===== config.mk =====
export PLATFORM = sky130hd
export DESIGN_NAME = ashi_reg_bank_flat
export DESIGN_NICKNAME = d
export VERILOG_FILES = /design/src/rtl/ashi_reg_pkg.sv /design/src/rtl/ashi_reg_bank_if.sv /design/src/rtl/sat_counter.sv /design/src/rtl/ashi_reg_bank.sv /design/src/flat_wrapper.sv
export SDC_FILE = /design/constraint.sdc
export NUM_CORES = 1
export LEC_CHECK = 0
export BUFFER_PORTS_ARGS = -buffer_cell sky130_fd_sc_hd__buf_2
export CAP_MARGIN = 20
export CORE_MARGIN = 3
export CORE_UTILIZATION = 45
export CTS_CLUSTER_DIAMETER = 40
export DETAILED_ROUTE_END_ITERATION = 8
export GPL_ROUTABILITY_DRIVEN = 1
export GPL_TIMING_DRIVEN = 0
export PLACE_DENSITY = 0.76
export SLEW_MARGIN = 25
export SYNTH_ARGS = -nofsm -noshare
export SYNTH_HDL_FRONTEND = slang
export SYNTH_HIERARCHICAL = 1
export SYNTH_SLANG_ARGS = --single-unit

===== constraint.sdc =====
create_clock -name clk -period 3.4 [get_ports clk]
set_clock_uncertainty 0.05 [all_clocks]
set_input_delay 0 -clock clk [delete_from_list [all_inputs] [get_ports clk]]
set_output_delay 0 -clock clk [all_outputs]
set_load 0.01 [all_outputs]

===== src/rtl/ashi_reg_pkg.sv =====
// rtl/ashi_reg_pkg.sv - register map offsets, response codes and CONTROL bit indices for ashi_reg_bank
package ashi_reg_pkg;

    localparam logic [7:0] REG_ID         = 8'h00;
    localparam logic [7:0] REG_CONTROL    = 8'h04;
    localparam logic [7:0] REG_START      = 8'h08;
    localparam logic [7:0] REG_STATUS     = 8'h0C;
    localparam logic [7:0] REG_ADDR_LO    = 8'h10;
    localparam logic [7:0] REG_ADDR_HI    = 8'h14;
    localparam logic [7:0] REG_LENGTH     = 8'h18;
    localparam logic [7:0] REG_BUSY_COUNT = 8'h1C;

    localparam logic [1:0] RESP_OKAY   = 2'b00;
    localparam logic [1:0] RESP_SLVERR = 2'b10;

    localparam int CTRL_ENABLE_BIT = 0;
    localparam int CTRL_IRQ_EN_BIT = 1;

endpackage


===== src/rtl/ashi_reg_bank_if.sv =====
// rtl/ashi_reg_bank_if.sv - ASHI write/read strobe interface between AXI4-Lite slave (master) and register bank (slave)
interface ashi_reg_bank_if;
    logic [31:0] ASHI_WADDR;
    logic [31:0] ASHI_WDATA;
    logic        ASHI_WRITE;
    logic        ASHI_WIDLE;
    logic [1:0]  ASHI_WRESP;
    logic [31:0] ASHI_RADDR;
    logic        ASHI_READ;
    logic        ASHI_RIDLE;
    logic [31:0] ASHI_RDATA;
    logic [1:0]  ASHI_RRESP;

    modport master (
        output ASHI_WADDR, ASHI_WDATA, ASHI_WRITE, ASHI_RADDR, ASHI_READ,
        input  ASHI_WIDLE, ASHI_WRESP, ASHI_RIDLE, ASHI_RDATA, ASHI_RRESP
    );

    modport slave (
        input  ASHI_WADDR, ASHI_WDATA, ASHI_WRITE, ASHI_RADDR, ASHI_READ,
        output ASHI_WIDLE, ASHI_WRESP, ASHI_RIDLE, ASHI_RDATA, ASHI_RRESP
    );
endinterface


===== src/rtl/sat_counter.sv =====
// rtl/sat_counter.sv - saturating up-counter; clear has priority over increment
module sat_counter #(
    parameter int WIDTH = 32
) (
    input  logic             clk,
    input  logic             reset,
    input  logic             clear,
    input  logic             inc,
    output logic [WIDTH-1:0] count
);

    always_ff @(posedge clk) begin
        if (reset || clear) begin
            count <= '0;
        end else if (inc && (count != {WIDTH{1'b1}})) begin
            count <= count + 1'b1;
        end
    end

endmodule


===== src/rtl/ashi_reg_bank.sv =====
// rtl/ashi_reg_bank.sv - ASHI register bank for the RDMA transfer engine; RDMA_IRQ_EN adds CONTROL[1] and the irq output
module ashi_reg_bank
    import ashi_reg_pkg::*;
#(
    parameter logic [31:0] ID_VALUE   = 32'h5244_4D41,
    parameter int          ADDR_WIDTH = 5
) (
    input  logic                  clk,
    input  logic                  reset,
    ashi_reg_bank_if.slave        bus,
    output logic                  ctrl_enable,
    output logic                  start_pulse,
    output logic [63:0]           xfer_addr,
    output logic [31:0]           xfer_len,
    input  logic                  done_in,
    input  logic                  busy_in
`ifdef RDMA_IRQ_EN
    ,
    output logic                  irq
`endif
);

    logic        ctrl_en;
    logic        ctrl_irq_en;
    logic        done;
    logic [31:0] addr_lo;
    logic [31:0] addr_hi;
    logic [31:0] length;
    logic [31:0] busy_count;

    // Addresses beyond the 2**ADDR_WIDTH byte window are unmapped rather than aliased.
    logic        in_win_w;
    logic        in_win_r;
    logic [7:0]  woff;
    logic [7:0]  roff;
    logic        wr_err;
    logic        wr_ok;
    logic [31:0] rd_data;
    logic [1:0]  rd_resp;
    logic        unused_addr_bits;

    assign in_win_w = (bus.ASHI_WADDR[31:ADDR_WIDTH] == '0);
    assign in_win_r = (bus.ASHI_RADDR[31:ADDR_WIDTH] == '0);
    assign woff     = {bus.ASHI_WADDR[7:2], 2'b00};
    assign roff     = {bus.ASHI_RADDR[7:2], 2'b00};
    assign unused_addr_bits = ^{bus.ASHI_WADDR[1:0], bus.ASHI_RADDR[1:0]};

    assign wr_err = !in_win_w || (woff == REG_ID) || (woff > REG_BUSY_COUNT);
    assign wr_ok  = bus.ASHI_WRITE && !wr_err;

    assign bus.ASHI_WIDLE = ~bus.ASHI_WRITE;
    assign bus.ASHI_RIDLE = ~bus.ASHI_READ;

    assign ctrl_enable = ctrl_en;
    assign xfer_addr   = {addr_hi, addr_lo};
    assign xfer_len    = length;

`ifndef RDMA_IRQ_EN
    assign ctrl_irq_en = 1'b0;
`endif

    always_comb begin
        rd_data = 32'h0;
        rd_resp = RESP_OKAY;
        if (!in_win_r) begin
            rd_resp = RESP_SLVERR;
        end else begin
            case (roff)
                REG_ID:         rd_data = ID_VALUE;
                REG_CONTROL:    rd_data = {30'h0, ctrl_irq_en, ctrl_en};
                REG_START:      rd_data = 32'h0;
                REG_STATUS:     rd_data = {31'h0, done};
                REG_ADDR_LO:    rd_data = addr_lo;
                REG_ADDR_HI:    rd_data = addr_hi;
                REG_LENGTH:     rd_data = length;
                REG_BUSY_COUNT: rd_data = busy_count;
                default:        rd_resp = RESP_SLVERR;
            endcase
        end
    end

    always_ff @(posedge clk) begin
        if (reset) begin
            ctrl_en        <= 1'b0;
            done           <= 1'b0;
            addr_lo        <= 32'h0;
            addr_hi        <= 32'h0;
            length         <= 32'h0;
            start_pulse    <= 1'b0;
            bus.ASHI_WRESP <= RESP_OKAY;
            bus.ASHI_RDATA <= 32'h0;
            bus.ASHI_RRESP <= RESP_OKAY;
        end else begin
            start_pulse <= wr_ok && (woff == REG_START);
            // Set beats clear when done_in coincides with a W1C write.
            done <= done_in | (done & ~(wr_ok && (woff == REG_STATUS) && bus.ASHI_WDATA[0]));
            if (bus.ASHI_WRITE) begin
                bus.ASHI_WRESP <= wr_err ? RESP_SLVERR : RESP_OKAY;
            end
            if (wr_ok) begin
                case (woff)
                    REG_CONTROL: ctrl_en <= bus.ASHI_WDATA[CTRL_ENABLE_BIT];
                    REG_ADDR_LO: addr_lo <= bus.ASHI_WDATA;
                    REG_ADDR_HI: addr_hi <= bus.ASHI_WDATA;
                    REG_LENGTH:  length  <= bus.ASHI_WDATA;
                    default: ;
                endcase
            end
            if (bus.ASHI_READ) begin
                bus.ASHI_RDATA <= rd_data;
                bus.ASHI_RRESP <= rd_resp;
            end
        end
    end

`ifdef RDMA_IRQ_EN
    always_ff @(posedge clk) begin
        if (reset) begin
            ctrl_irq_en <= 1'b0;
            irq         <= 1'b0;
        end else begin
            if (wr_ok && (woff == REG_CONTROL)) begin
                ctrl_irq_en <= bus.ASHI_WDATA[CTRL_IRQ_EN_BIT];
            end
            irq <= done & ctrl_irq_en;
        end
    end
`endif

    sat_counter #(.WIDTH(32)) u_busy_cnt (
        .clk   (clk),
        .reset (reset),
        .clear (wr_ok && (woff == REG_BUSY_COUNT)),
        .inc   (busy_in & ctrl_en),
        .count (busy_count)
    );

endmodule

===== src/flat_wrapper.sv =====
// flat-port wrapper written by rule: the top's interface ports become plain ports
module ashi_reg_bank_flat import ashi_reg_pkg::*;
#(
    parameter logic [31:0] ID_VALUE   = 32'h5244_4D41,
    parameter int          ADDR_WIDTH = 5
)
  (clk, reset, ctrl_enable, start_pulse, xfer_addr, xfer_len, done_in, busy_in, bus_ASHI_WADDR, bus_ASHI_WDATA, bus_ASHI_WRITE, bus_ASHI_RADDR, bus_ASHI_READ, bus_ASHI_WIDLE, bus_ASHI_WRESP, bus_ASHI_RIDLE, bus_ASHI_RDATA, bus_ASHI_RRESP);
  ashi_reg_bank_if bus_i ();
  input  logic clk;
  input  logic reset;
  output logic ctrl_enable;
  output logic start_pulse;
  output logic [63:0] xfer_addr;
  output logic [31:0] xfer_len;
  input  logic done_in;
  input  logic busy_in;
  input wire logic [$bits(bus_i.ASHI_WADDR)-1:0] bus_ASHI_WADDR;
  input wire logic [$bits(bus_i.ASHI_WDATA)-1:0] bus_ASHI_WDATA;
  input wire logic [$bits(bus_i.ASHI_WRITE)-1:0] bus_ASHI_WRITE;
  input wire logic [$bits(bus_i.ASHI_RADDR)-1:0] bus_ASHI_RADDR;
  input wire logic [$bits(bus_i.ASHI_READ)-1:0] bus_ASHI_READ;
  output wire logic [$bits(bus_i.ASHI_WIDLE)-1:0] bus_ASHI_WIDLE;
  output wire logic [$bits(bus_i.ASHI_WRESP)-1:0] bus_ASHI_WRESP;
  output wire logic [$bits(bus_i.ASHI_RIDLE)-1:0] bus_ASHI_RIDLE;
  output wire logic [$bits(bus_i.ASHI_RDATA)-1:0] bus_ASHI_RDATA;
  output wire logic [$bits(bus_i.ASHI_RRESP)-1:0] bus_ASHI_RRESP;
  assign bus_i.ASHI_WADDR = bus_ASHI_WADDR;
  assign bus_i.ASHI_WDATA = bus_ASHI_WDATA;
  assign bus_i.ASHI_WRITE = bus_ASHI_WRITE;
  assign bus_i.ASHI_RADDR = bus_ASHI_RADDR;
  assign bus_i.ASHI_READ = bus_ASHI_READ;
  assign bus_ASHI_WIDLE = bus_i.ASHI_WIDLE;
  assign bus_ASHI_WRESP = bus_i.ASHI_WRESP;
  assign bus_ASHI_RIDLE = bus_i.ASHI_RIDLE;
  assign bus_ASHI_RDATA = bus_i.ASHI_RDATA;
  assign bus_ASHI_RRESP = bus_i.ASHI_RRESP;
  ashi_reg_bank #(.ID_VALUE(ID_VALUE), .ADDR_WIDTH(ADDR_WIDTH)) u_core (.clk(clk), .reset(reset), .bus(bus_i), .ctrl_enable(ctrl_enable), .start_pulse(start_pulse), .xfer_addr(xfer_addr), .xfer_len(xfer_len), .done_in(done_in), .busy_in(busy_in));
endmodule

==> results.txt <==
Initial Util - 0.4695
part of the power in registers - 0.463
# IOs - 238
Post-synth top cells - dfxtp_1 (165), mux2i_1 (118), nor2_1 (106)
pwr dens - 412.1 mW/mm^2
most frequent cell after synthesis - dfxtp_1
post-layout minimum cycle time - 2862 ps
number of port buffers - 230
hold worst-path end - u_core/ctrl_enable
logic gate share of total power - 0.057
r2r worst-path depth - 8
Switch Pwr - 937.3 uW
outcome - completed
final setup margin - 537.6 ps
Synth Area per Inst - 9.526 sq um
synthesized netlist cell count - 800
remaining antenna violation count after routing - 0
number of enable flip-flop cells after synthesis - 0
Synth top area share - 0.4334
root buffer cell - clkbuf_16
critical path data arrival time - 3190 ps
Slew Limit Fails - 0
crit end category - flip-flop
# hold bufs at CTS - 49
Seq/Total Area, Yosys - 0.4334
worst r2r dst - u_core/u_busy_cnt/count[1]
WL per Instance - 20.02 um
Fin. Hold Viols - 0
#FFs+latches synth - 165
post-CTS setup buffers - 0
HPWL Detailed - 19210 um
# fillers - 1372
CTS max path bufs - 2
count of cell types in the netlist - 67
Final Wtd Congestion - 0.9068
RSZ-0062 raised after global routing - no
switching power share of the total - 0.2239
Leak - 0.004466 uW
DIE AREA - 0.01853 sq mm
vias per cell - 5.773
Top FF cell, synth - dfxtp_1
Area Growth Syn to Fin - 33.26%
crit path launch type - primary input
drt pass-1 iters - 7
H-tree level count - 4
Reg area - 0.003303 sq mm
final setup violation count - 0
crit-path max FO - 7
Fin Setup TNS - 0 ps
Power Internal - 3248 uW
Worst VDD drop - 0.0003908 V
area occupied by multi-input gates - 0.003933 sq mm
clk sinks - 165
post-CTS resize count - 0
Nets - 1202
Clock Power Share - 0.480
CTS Buf Count - 17
die height - 136.1 um
Final Instance Area - 0.01016 sq mm
initial antenna violation count - 0
Placeable Area - 0.01623 sq mm
synth top area cells - dfxtp_1 (43%), mux2i_1 (15%), nor2_1 (5.2%)
Max transition margin - 0.3559
Post-DP Area - 0.009046 sq mm
Overall Global Routing Usage - 0.2833
vias in the first global route - 7464
Via Count - 7666
R2R Setup Slk - 1100 ps
CTS tree - built
routed wire length - 26590 um
Synth area leader - dfxtp_1
Fmax achieved - 349.4 MHz
clock-pin slew on the worst setup and hold paths - 60 ps
largest net degree at the start of global routing - 17
n_diodes - 0
Post-Synthesis Cell Area - 0.007621 sq mm
Syn. warnings - 6
Remaining DRCs - 0
total overflow reported by the global router - 0
launching point of the worst reg2reg path - u_core/u_busy_cnt/count[0]
Die W - 136.1 um
Hold Path Depth - 6
period utilization - 0.8419
fraction of layout cells with a size suffix above 1 - 0.2869
Required @ worst endpoint - 3730 ps
Site Rows - 46
Min-Delay Path Class - primary input to flip-flop
critical path class - primary input to flip-flop
ys async rst share - 0
DP Worst Slack - 1163 ps
Initial DRC Count - 578
clk_lat worst skew - 440 ps
Max Cap Viol - 0
Hold Startpoint - bus_ASHI_WADDR[24]
first-pass GRT wire length - 40410 um
worst slew pin tran - 960.8 ps
==> flip-flops by register name (all words and copies together) (netlist names) <==
signal and flops:
u_core/bus.ASHI_WRESP 1, u_core/xfer_len 32, u_core/start_pulse 1, u_core/bus.ASHI_RDATA 32, u_core/u_busy_cnt/count 32, u_core/addr_lo 32, u_core/addr_hi 32, u_core/bus.ASHI_RRESP 1
u_core/ctrl_enable 1, u_core/done 1
==> stage by stage <==
stage | total power (uW) | utilization | instances | hold slack [ps]
after floorplan | 2054 | - | 801 | -6.487
after global placement | 2171 | 0.5574 | 1247 | 215.7
after detailed placement | 2173 | 0.5574 | 1247 | 224.5
after CTS | 4197 | 0.6257 | 1328 | 24.40
after global routing | 4295 | 0.6257 | 1328 | 69.67
final | 4185 | 0.6257 | 1328 | 44.10
==> worst max-delay path by stage <==
stage | from | to | slack, ps | depth (start not counted)
after global placement | u_core/u_busy_cnt/count[0] | u_core/u_busy_cnt/count[1] | 1150 | 8
after detailed placement | u_core/u_busy_cnt/count[0] | u_core/u_busy_cnt/count[1] | 1160 | 8
after global routing | bus_ASHI_WADDR[28] | u_core/start_pulse | 340 | 10
after floorplan | u_core/u_busy_cnt/count[0] | u_core/u_busy_cnt/count[17] | 1460 | 7
final | bus_ASHI_WADDR[28] | u_core/start_pulse | 540 | 10
after CTS | bus_ASHI_WADDR[28] | u_core/start_pulse | 580 | 10
==> power by group through the flow <==
stage	registers (uW)	clock network [uW]	logic, uW
3_5_place_dp	1980	0	194
5_1_grt	1940	2100	255
2_1_floorplan	1980	0	73.9
3_3_place_gp	1980	0	191
6_report	1940	2010	239
4_1_cts	1940	2030	234
==> kinds of logic after synthesis <==
kind of cell | count (synthesis) | share of synthesized area
and+or+nand+nor | 268 | 0.1908
AOI/OAI and AO/OA | 178 | 0.1653
DFF | 165 | 0.4334
muxes | 118 | 0.1550
buffers and inverters | 67 | 0.05106
xor gates and xnor gates | 2 | 0.002299
adders and majority gates | 1 | 0.001642
other | 1 | 0.0004921
==> layout by cell type, fill, tap and decap left out, types with 8 or more instances in the layout <==
| cell | count |
|---|---|
| clkbuf_16 | 17 |
| nand3_1 | 11 |
| clkbuf_1 | 35 |
| nor2_1 | 106 |
| a22oi_1 | 10 |
| dlygate4sd3_1 | 49 |
| a211oi_1 | 8 |
| a221oi_1 | 24 |
| inv_1 | 8 |
| nand4_1 | 12 |
| o2bb2ai_1 | 21 |
| a21oi_1 | 48 |
| buf_6 | 8 |
| o21ai_1 | 15 |
| nor2b_1 | 8 |
| o31ai_1 | 9 |
| o21ai_0 | 14 |
| nand2_1 | 27 |
| buf_2 | 234 |
| mux2i_1 | 118 |
| a31oi_1 | 9 |
| dfxtp_1 | 165 |
| or4_1 | 12 |
| or3_1 | 16 |
| nor3_1 | 27 |
==> layout make-up <==
| type | count | area share |
|---|---|---|
| Clock inverter | 12 | 0.01503 |
| Sequential cell | 165 | 0.3252 |
| Buffer | 58 | 0.03499 |
| Multi-Input combinational cell | 569 | 0.3872 |
| Clock buffer | 20 | 0.04595 |
| Tap cell | 216 | 0.02661 |
| Inverter | 9 | 0.003326 |
| Timing Repair Buffer | 279 | 0.1616 |
==> metal layers <==
metal,wire length [um],up-vias,GRT usage
met2,12500,381,0.4689
met5,0,-,0
met3,2497,57,0.08216
li1,-,3577,-
met1,10900,3651,0.3493
met4,686,0,0.1069
==> worst max-delay path, cell delays in order <==
cell           delay, ps
dlygate4sd3_1        530
buf_2                130
nor4_4               110
dlygate4sd3_1        620
nand4_4              140
dlygate4sd3_1        610
nor3_1               260
nand2_1              100
nor3_1               130
dlygate4sd3_1        570
Power figures use the tool's default switching activity.
